===== src/rtl/tomasulo_pkg.sv =====
// rtl/tomasulo_pkg.sv - shared constants, entry type and helpers for the Tomasulo core
package tomasulo_pkg;

    localparam int ROB_W    = 3;
    localparam int RS_IDX_W = 3;
    localparam int DW       = 8;
    localparam int FUNC_W   = 4;
    localparam int RD_W     = 4;

    localparam logic [FUNC_W-1:0] FUNC_MUL = 4'b0010;
    localparam logic [FUNC_W-1:0] FUNC_DIV = 4'b0011;

    localparam logic [1:0] AGE_MAX = 2'd2;

    // One reservation-station slot; q set means the operand still waits on tag
    typedef struct packed {
        logic              valid;
        logic              inflight;
        logic [1:0]        age;
        logic [FUNC_W-1:0] func;
        logic [RD_W-1:0]   rd;
        logic [ROB_W-1:0]  rob;
        logic              q1;
        logic [ROB_W-1:0]  t1;
        logic [DW-1:0]     d1;
        logic              q2;
        logic [ROB_W-1:0]  t2;
        logic [DW-1:0]     d2;
    } rs_entry_t;

    // Age grows by one per younger issue and saturates at the oldest value
    function automatic logic [1:0] age_bump(input logic [1:0] age);
        return (age >= AGE_MAX) ? AGE_MAX : age + 2'd1;
    endfunction

endpackage


===== src/rtl/rs_age_select.sv =====
// rtl/rs_age_select.sv - picks the oldest ready reservation-station entry
module rs_age_select
    import tomasulo_pkg::*;
#(
    parameter int ENTRIES = 3
) (
    input  logic [ENTRIES-1:0]   ready,
    input  logic [2*ENTRIES-1:0] ages,
    output logic                 sel_valid,
    output logic [RS_IDX_W-1:0]  sel_idx
);

    logic [1:0] best_age;

    // Strictly-greater compare so a saturated tie resolves to the lowest index
    always_comb begin
        sel_valid = 1'b0;
        sel_idx   = '0;
        best_age  = '0;
        for (int i = 0; i < ENTRIES; i++) begin
            if (ready[i] && (!sel_valid || ages[2*i +: 2] > best_age)) begin
                sel_valid = 1'b1;
                sel_idx   = RS_IDX_W'(i);
                best_age  = ages[2*i +: 2];
            end
        end
    end

endmodule


===== src/rtl/mul_rs_dispatch.sv =====
// rtl/mul_rs_dispatch.sv - mul/div reservation station with oldest-ready dispatch
module mul_rs_dispatch
    import tomasulo_pkg::*;
#(
    parameter int ENTRIES = 3,
    parameter int DW      = 8
) (
    input  logic                clk1,
    input  logic                rst,
    input  logic                flush,
    input  logic                iss_valid,
    output logic                iss_ready,
    input  logic [3:0]          iss_func,
    input  logic [3:0]          iss_rd,
    input  logic [2:0]          iss_rob,
    input  logic                iss_q1,
    input  logic                iss_q2,
    input  logic [2:0]          iss_t1,
    input  logic [2:0]          iss_t2,
    input  logic [DW-1:0]       iss_d1,
    input  logic [DW-1:0]       iss_d2,
    input  logic                cdb_valid,
    input  logic [2:0]          cdb_rob,
    input  logic [15:0]         cdb_data,
    output logic                ex_b,
    output logic [2:0]          rs_index,
    output logic [2:0]          rob_ind,
    output logic [3:0]          func,
    output logic [3:0]          rd,
    output logic [DW-1:0]       rs1_data,
    output logic [DW-1:0]       rs2_data,
    input  logic                ex_done,
    input  logic [2:0]          ex_done_idx,
    output logic [1:0]          mulcount,
    output logic                busy
);

    typedef enum logic {ST_IDLE, ST_BUSY} state_t;

    state_t                state;
    rs_entry_t             ent   [ENTRIES];
    rs_entry_t             ent_n [ENTRIES];
    logic [ENTRIES-1:0]    cand;
    logic [2*ENTRIES-1:0]  ages;
    logic                  sel_valid;
    logic [RS_IDX_W-1:0]   sel_idx;
    logic                  free_found;
    logic [RS_IDX_W-1:0]   free_idx;
    logic                  issue_fire;
    logic                  dispatch_fire;
    logic                  done_fire;
    logic                  byp1;
    logic                  byp2;
    logic [1:0]            mulcount_n;
    logic                  unused_cdb_hi;

    // Only the low byte of a broadcast is an operand for this unit
    assign unused_cdb_hi = ^cdb_data[15:8];

    // Candidate mask, age vector and lowest free slot from registered state
    always_comb begin
        cand       = '0;
        ages       = '0;
        free_found = 1'b0;
        free_idx   = '0;
        for (int i = ENTRIES - 1; i >= 0; i--) begin
            cand[i]        = ent[i].valid & ~ent[i].inflight & ~ent[i].q1 & ~ent[i].q2;
            ages[2*i +: 2] = ent[i].age;
            if (!ent[i].valid) begin
                free_found = 1'b1;
                free_idx   = RS_IDX_W'(i);
            end
        end
    end

    rs_age_select #(.ENTRIES(ENTRIES)) u_age_select (
        .ready     (cand),
        .ages      (ages),
        .sel_valid (sel_valid),
        .sel_idx   (sel_idx)
    );

    assign issue_fire    = iss_valid & iss_ready & free_found;
    assign dispatch_fire = (state == ST_IDLE) & sel_valid;
    assign done_fire     = (state == ST_BUSY) & ex_done & (ex_done_idx == rs_index);
    assign byp1          = iss_q1 & cdb_valid & (iss_t1 == cdb_rob);
    assign byp2          = iss_q2 & cdb_valid & (iss_t2 == cdb_rob);
    assign mulcount_n    = mulcount + {1'b0, issue_fire} - {1'b0, done_fire};

    // Next entry state: wakeup, ageing, dispatch mark, completion and issue write
    always_comb begin
        for (int i = 0; i < ENTRIES; i++) begin
            ent_n[i] = ent[i];
            if (ent[i].valid && cdb_valid && ent[i].q1 && ent[i].t1 == cdb_rob) begin
                ent_n[i].q1 = 1'b0;
                ent_n[i].d1 = cdb_data[7:0];
            end
            if (ent[i].valid && cdb_valid && ent[i].q2 && ent[i].t2 == cdb_rob) begin
                ent_n[i].q2 = 1'b0;
                ent_n[i].d2 = cdb_data[7:0];
            end
            if (issue_fire && ent[i].valid) begin
                ent_n[i].age = age_bump(ent[i].age);
            end
            if (dispatch_fire && sel_idx == RS_IDX_W'(i)) begin
                ent_n[i].inflight = 1'b1;
            end
            if (done_fire && rs_index == RS_IDX_W'(i)) begin
                ent_n[i] = '0;
            end
            if (issue_fire && free_idx == RS_IDX_W'(i)) begin
                ent_n[i].valid    = 1'b1;
                ent_n[i].inflight = 1'b0;
                ent_n[i].age      = 2'd0;
                ent_n[i].func     = iss_func;
                ent_n[i].rd       = iss_rd;
                ent_n[i].rob      = iss_rob;
                ent_n[i].q1       = iss_q1 & ~byp1;
                ent_n[i].t1       = iss_t1;
                ent_n[i].d1       = byp1 ? cdb_data[7:0] : iss_d1;
                ent_n[i].q2       = iss_q2 & ~byp2;
                ent_n[i].t2       = iss_t2;
                ent_n[i].d2       = byp2 ? cdb_data[7:0] : iss_d2;
            end
        end
    end

    // Entry storage; reset and flush both empty the station
    always_ff @(posedge clk1) begin
        for (int i = 0; i < ENTRIES; i++) begin
            if (rst || flush) begin
                ent[i] <= '0;
            end else begin
                ent[i] <= ent_n[i];
            end
        end
    end

    // Occupancy count and the registered free-slot indication derived from it
    always_ff @(posedge clk1) begin
        if (rst || flush) begin
            mulcount  <= 2'd0;
            iss_ready <= 1'b1;
        end else begin
            mulcount  <= mulcount_n;
            iss_ready <= (mulcount_n != 2'd3);
        end
    end

    // Dispatch FSM: launch the oldest ready entry, then wait for its completion
    always_ff @(posedge clk1) begin
        if (rst || flush) begin
            state    <= ST_IDLE;
            ex_b     <= 1'b0;
            busy     <= 1'b0;
            rs_index <= '0;
            rob_ind  <= '0;
            func     <= '0;
            rd       <= '0;
            rs1_data <= '0;
            rs2_data <= '0;
        end else begin
            case (state)
                ST_IDLE: begin
                    ex_b <= 1'b0;
                    if (sel_valid) begin
                        for (int i = 0; i < ENTRIES; i++) begin
                            if (sel_idx == RS_IDX_W'(i)) begin
                                rob_ind  <= ent[i].rob;
                                func     <= ent[i].func;
                                rd       <= ent[i].rd;
                                rs1_data <= ent[i].d1;
                                rs2_data <= ent[i].d2;
                            end
                        end
                        rs_index <= sel_idx;
                        ex_b     <= 1'b1;
                        busy     <= 1'b1;
                        state    <= ST_BUSY;
                    end
                end
                ST_BUSY: begin
                    ex_b <= 1'b0;
                    if (done_fire) begin
                        busy  <= 1'b0;
                        state <= ST_IDLE;
                    end
                end
                default: begin
                    ex_b  <= 1'b0;
                    busy  <= 1'b0;
                    state <= ST_IDLE;
                end
            endcase
        end
    end

endmodule


===== config.mk =====
export PLATFORM = sky130hd
export DESIGN_NAME = mul_rs_dispatch
export DESIGN_NICKNAME = d
export VERILOG_FILES = /design/src/rtl/tomasulo_pkg.sv /design/src/rtl/rs_age_select.sv /design/src/rtl/mul_rs_dispatch.sv
export SDC_FILE = /design/constraint.sdc
export NUM_CORES = 1
export LEC_CHECK = 0
export ABC_AREA = 1
export CAP_MARGIN = 10
export CORE_AREA = 3 3 132 134
export DETAILED_ROUTE_END_ITERATION = 7
export DIE_AREA = 0 0 135 137
export MAX_ROUTING_LAYER = met4
export PLACE_DENSITY = 0.72
export SYNTH_ARGS = -nofsm -noshare
export SYNTH_HDL_FRONTEND = slang
export SYNTH_HIERARCHICAL = 1
export SYNTH_SLANG_ARGS = --single-unit

===== constraint.sdc =====
create_clock -name clk1 -period 4.93 [get_ports clk1]
set_clock_uncertainty 0.15 [all_clocks]
set_input_delay 0.986 -clock clk1 [delete_from_list [all_inputs] [get_ports clk1]]
set_output_delay 0.986 -clock clk1 [all_outputs]
set_load 0.02 [all_outputs]

==> results.md <==
- PortBufs: between 80 and 90
- DR pass1 iterations: 7
- Routed len/inst: about 15 um
- Syn_nets: around 1300
- FF-to-FF End: rs1_data[4]$_SDFFE_PP0P_
- Die W: roughly 140 um
- Crit path kind: register to register
- Drt drc: 0
- Initial Utilization: 49.9%
- Skew-Pair Late Insertion Delay: roughly 0.43 ns
- CTS buffer count: 17
- Max-cap violations: 0
- H-tree Lvls: 4
- Total power: between 2 and 3 mW
- YS warnings: 6
- Routed vias: slightly below 8000
- Final hold vios: 0
- GR Overflow Total: 0
- Worst setup EP type: register
- Unique cell type count in the Yosys netlist: 36
- Dpl hpwl: between 15000 and 20000 um
- Synth-to-layout area growth: 18.3%
- Die Span Y: 137 um
- Vias per inst: 5.28
- Slew Limit Fails: 0
- Share of cells above drive strength 1: a little under a tenth
- Crit path launch type: register
- Post-Syn Area: 8190 um^2
- Worst Hold End: ent[2][27]$_SDFFE_PP0P_
- Fmax: between 0.2 and 0.25 GHz
- Outcome: complete, no violations
- Number of antenna violations at the first check in global routing: 0
- Final non-filler cell total: approximately 1500
- Most frequent CP cell: nand2_1
- Antenna diode instance count: 0
- Worst stage delay on the critical path: 0.53 ns
- Leakage: 4.18 nW
- Critical path's slowest cell: dfxtp_1
- Mean area per synthesized cell: approximately 6.7 um^2
- CTS clk-pin slew, worst paths: about 0.07 ns
- Post-Synth XOR/XNOR Area: under 10%
- Register area share after synthesis: about 37%
- Num ports: 98
- Reg2reg path depth: 22
- PD cells: around 300 nW/um^2
- Synth Register Bits: 153
- First-pass GRT wire length: 37100 um
- Final #Nets: about 1300
- Largest net degree at the start of global routing: between 50 and 60
- Die area: around 18000 um^2
- CTS tree: done
- Post-synthesis mux area share: 0%
- CP required: approximately 5.1 ns
- Adder-cell share of the synthesized area: less than 1%
- Period utilization: between 80% and 90%
- Final worst slack: approximately 0.83 ns
- Gr usage total: ~26%
- RSZ-0062 raised after global routing: false
- Hold crit path type: register to register
- Num Clock Sinks: between 150 and 200
- Setup Viol. Count Final: 0
- Vias in the first global route: 7259
- Post-CTS Setup Bufs: 0
- Clock buffer depth: 2
- Fin crit period: ~4.1 ns
- Main combinational cell family by area after synthesis: simple AND/OR/NAND/NOR gates
- Post-Place Worst Slack: 0.874 ns
- Synth Instances: between 1000 and 1500
- Rows: between 40 and 50
- Post-synthesis compound-gate area fraction: between 10% and 20%
- Final GP Congestion: 0.960
- Max IR drop VDD: approximately 0.22 mV
- Drt total wl: ~23000 um
- Reg2reg start: ent[0][38]$_SDFFE_PP0P_
- Post-CTS Hold Buffers: 0
- CP cell instances: inv_1 -> nor4_1 -> buf_4 -> nand2_1 -> ha_1 -> nand2_1 -> nand2_1 -> nand2_1 -> nand2_2 -> nand2_2 -> nand2_1 -> nand2_1 -> ha_1 -> nand2_1 -> nand2_1 -> nand2_1 -> a21oi_2 -> nor2_1 -> nor3_4 -> inv_2 -> o211ai_1 -> a31oi_1
- Hold path start: ent[2][27]$_SDFFE_PP0P_
- Setup TNS Final: 0 ns
- Critical Path AT: between 4 and 5 ns
- Initial DRC Count: ~800
- Worst hold path cell count: 2
- Clk Tree Root Cell: clkbuf_16
- Core ar.: 16400 um^2
- Slew of the pin with the lowest slew margin: around 0.86 ns
- Placed instance count: roughly 1500
- Post-cts repair resize count: 0
- WHS: 0.297 ns
- Rel. slew slack: 42.1%
- Crit Path Max Fanout: 27
- Flop-to-flop setup slack: about 0.83 ns
- Routed Antenna Nets: 0
- Synthesized-area fraction occupied by and/or/nand/nor cells: a little under two fifths
[registers in the layout, indices dropped and copies added, names as in the netlist]
name and flops:
ent 117, rs1_data 8, rs2_data 8, func 4
rd 4, rob_ind 3, rs_index 3, mulcount 2
busy 1, ex_b 1, iss_ready 1, state 1
[cell families after synthesis]
group                    after synthesis
XOR/XNOR                              13
flip-flops                           153
other                                  1
adder cells (fa/ha/maj)                6
AO/OA/AOI/OAI                        146
buffers and inverters                217
AND/OR/NAND/NOR                      682
[per-layer routing]
| metal | wire, um | track usage [%] | part of all wire, % | vias up |
|---|---|---|---|---|
| met5 | 0 | - | 0 | - |
| met4 | 470 | 7.50 | 2.0 | 0 |
| met3 | 1950 | 4.34 | 8.5 | 41 |
| met2 | 9980 | 38.6 | 43 | 305 |
| met1 | 10600 | 36.4 | 46 | 3558 |
| li1 | - | - | - | 4030 |
[area by class of cell]
cell class              count  area, um^2
repair buffers             99         991
multi-input cells         848        4190
well taps                 220         275
fillers                  1564        6720
flip-flops and latches    153        3060
inverters                 151         572
clock inverters            15         173
clock buffers              17         425
[power breakdown]
part,switching [mW],total (mW),internal (mW)
Sequential,0.0130,1.27,1.26
Combinational,0.197,0.319,0.122
Clock,0.605,1.33,0.728
Total,0.815,2.92,2.11
[placed cells by master (no fill, tap or decap), types with 28 or more instances in the layout]
cell type        synthesis  routed
o21ai_0                 50      50
o211ai_1                28      28
a31oi_1                 28      28
clkdlybuf4s50_1          0      89
nor2_1                 151     151
dfxtp_1                153     153
nand2_1                321     321
nand4_1                 54      54
inv_1                  134     134
nand3_1                 90      90
[cell usage after synthesis]
cell type  count  area share, %
ha_1           6           0.92
buf_6         10            1.4
nand4_1       54            4.1
nand3_1       90            5.5
clkbuf_2       2           0.12
a31oi_1       28            2.1
inv_4          2           0.15
nand2_4       14            1.9
inv_1        134            6.1
a21oi_2        2           0.21
nand3_4        1           0.21
a211oi_1       1          0.092
nor3_4         1           0.20
nor2_4         7           0.96
o22ai_1        2           0.15
buf_4          5           0.46
clkbuf_1      20           0.92
nor4_1         3           0.23
xor2_1         9           0.96
nor3_2         1           0.12
nor2_2         7           0.53
dfxtp_1      153             37
o21ai_1       11           0.67
o211ai_1      28            2.6
clkinv_1       1          0.046
buf_2         29            1.8
nor2_1       151            6.9
xnor2_1        4           0.43
nand2_2       20            1.5
o21ai_0       50            3.1
nor3_1         3           0.18
nand3_2        9            1.1
a21oi_1       24            1.5
conb_1         1          0.046
nand2_1      321             15
inv_2         14           0.64
[per-stage QoR]
stage          area [um^2]  utilization (%)
2_1_floorplan         8190                -
3_3_place_gp          9090             55.4
3_5_place_dp          9090             55.4
4_1_cts               9690             59.1
5_1_grt               9690             59.1
6_report              9690             59.1
[worst max-delay path, delay by kind of cell, from the launching register on]
kind                     cells  cell delay, ns
flip-flops                   1            0.53
buffers and inverters        3            0.54
AND/OR/NAND/NOR             14            1.43
AO/OA/AOI/OAI                3            0.72
adder cells (fa/ha/maj)      2            0.59
[worst max path at each step]
stage                                       start                  endpoint  slack [ns]  cells after the start
after global routing      ent[0][38]$_SDFFE_PP0P_      func[2]$_SDFFE_PP0P_        0.46                     25
after floorplan           ent[0][38]$_SDFFE_PP0P_  rs1_data[6]$_SDFFE_PP0P_        1.29                     24
after CTS                 ent[0][38]$_SDFFE_PP0P_        rd[3]$_SDFFE_PP0P_        0.85                     24
after detailed placement  ent[0][38]$_SDFFE_PP0P_      func[2]$_SDFFE_PP0P_        0.87                     25
after global placement    ent[0][38]$_SDFFE_PP0P_   rob_ind[1]$_SDFFE_PP0P_        0.93                     25
final                     ent[0][38]$_SDFFE_PP0P_  rs1_data[4]$_SDFFE_PP0P_        0.83                     22
No activity file was read; power rests on OpenSTA's default activity.
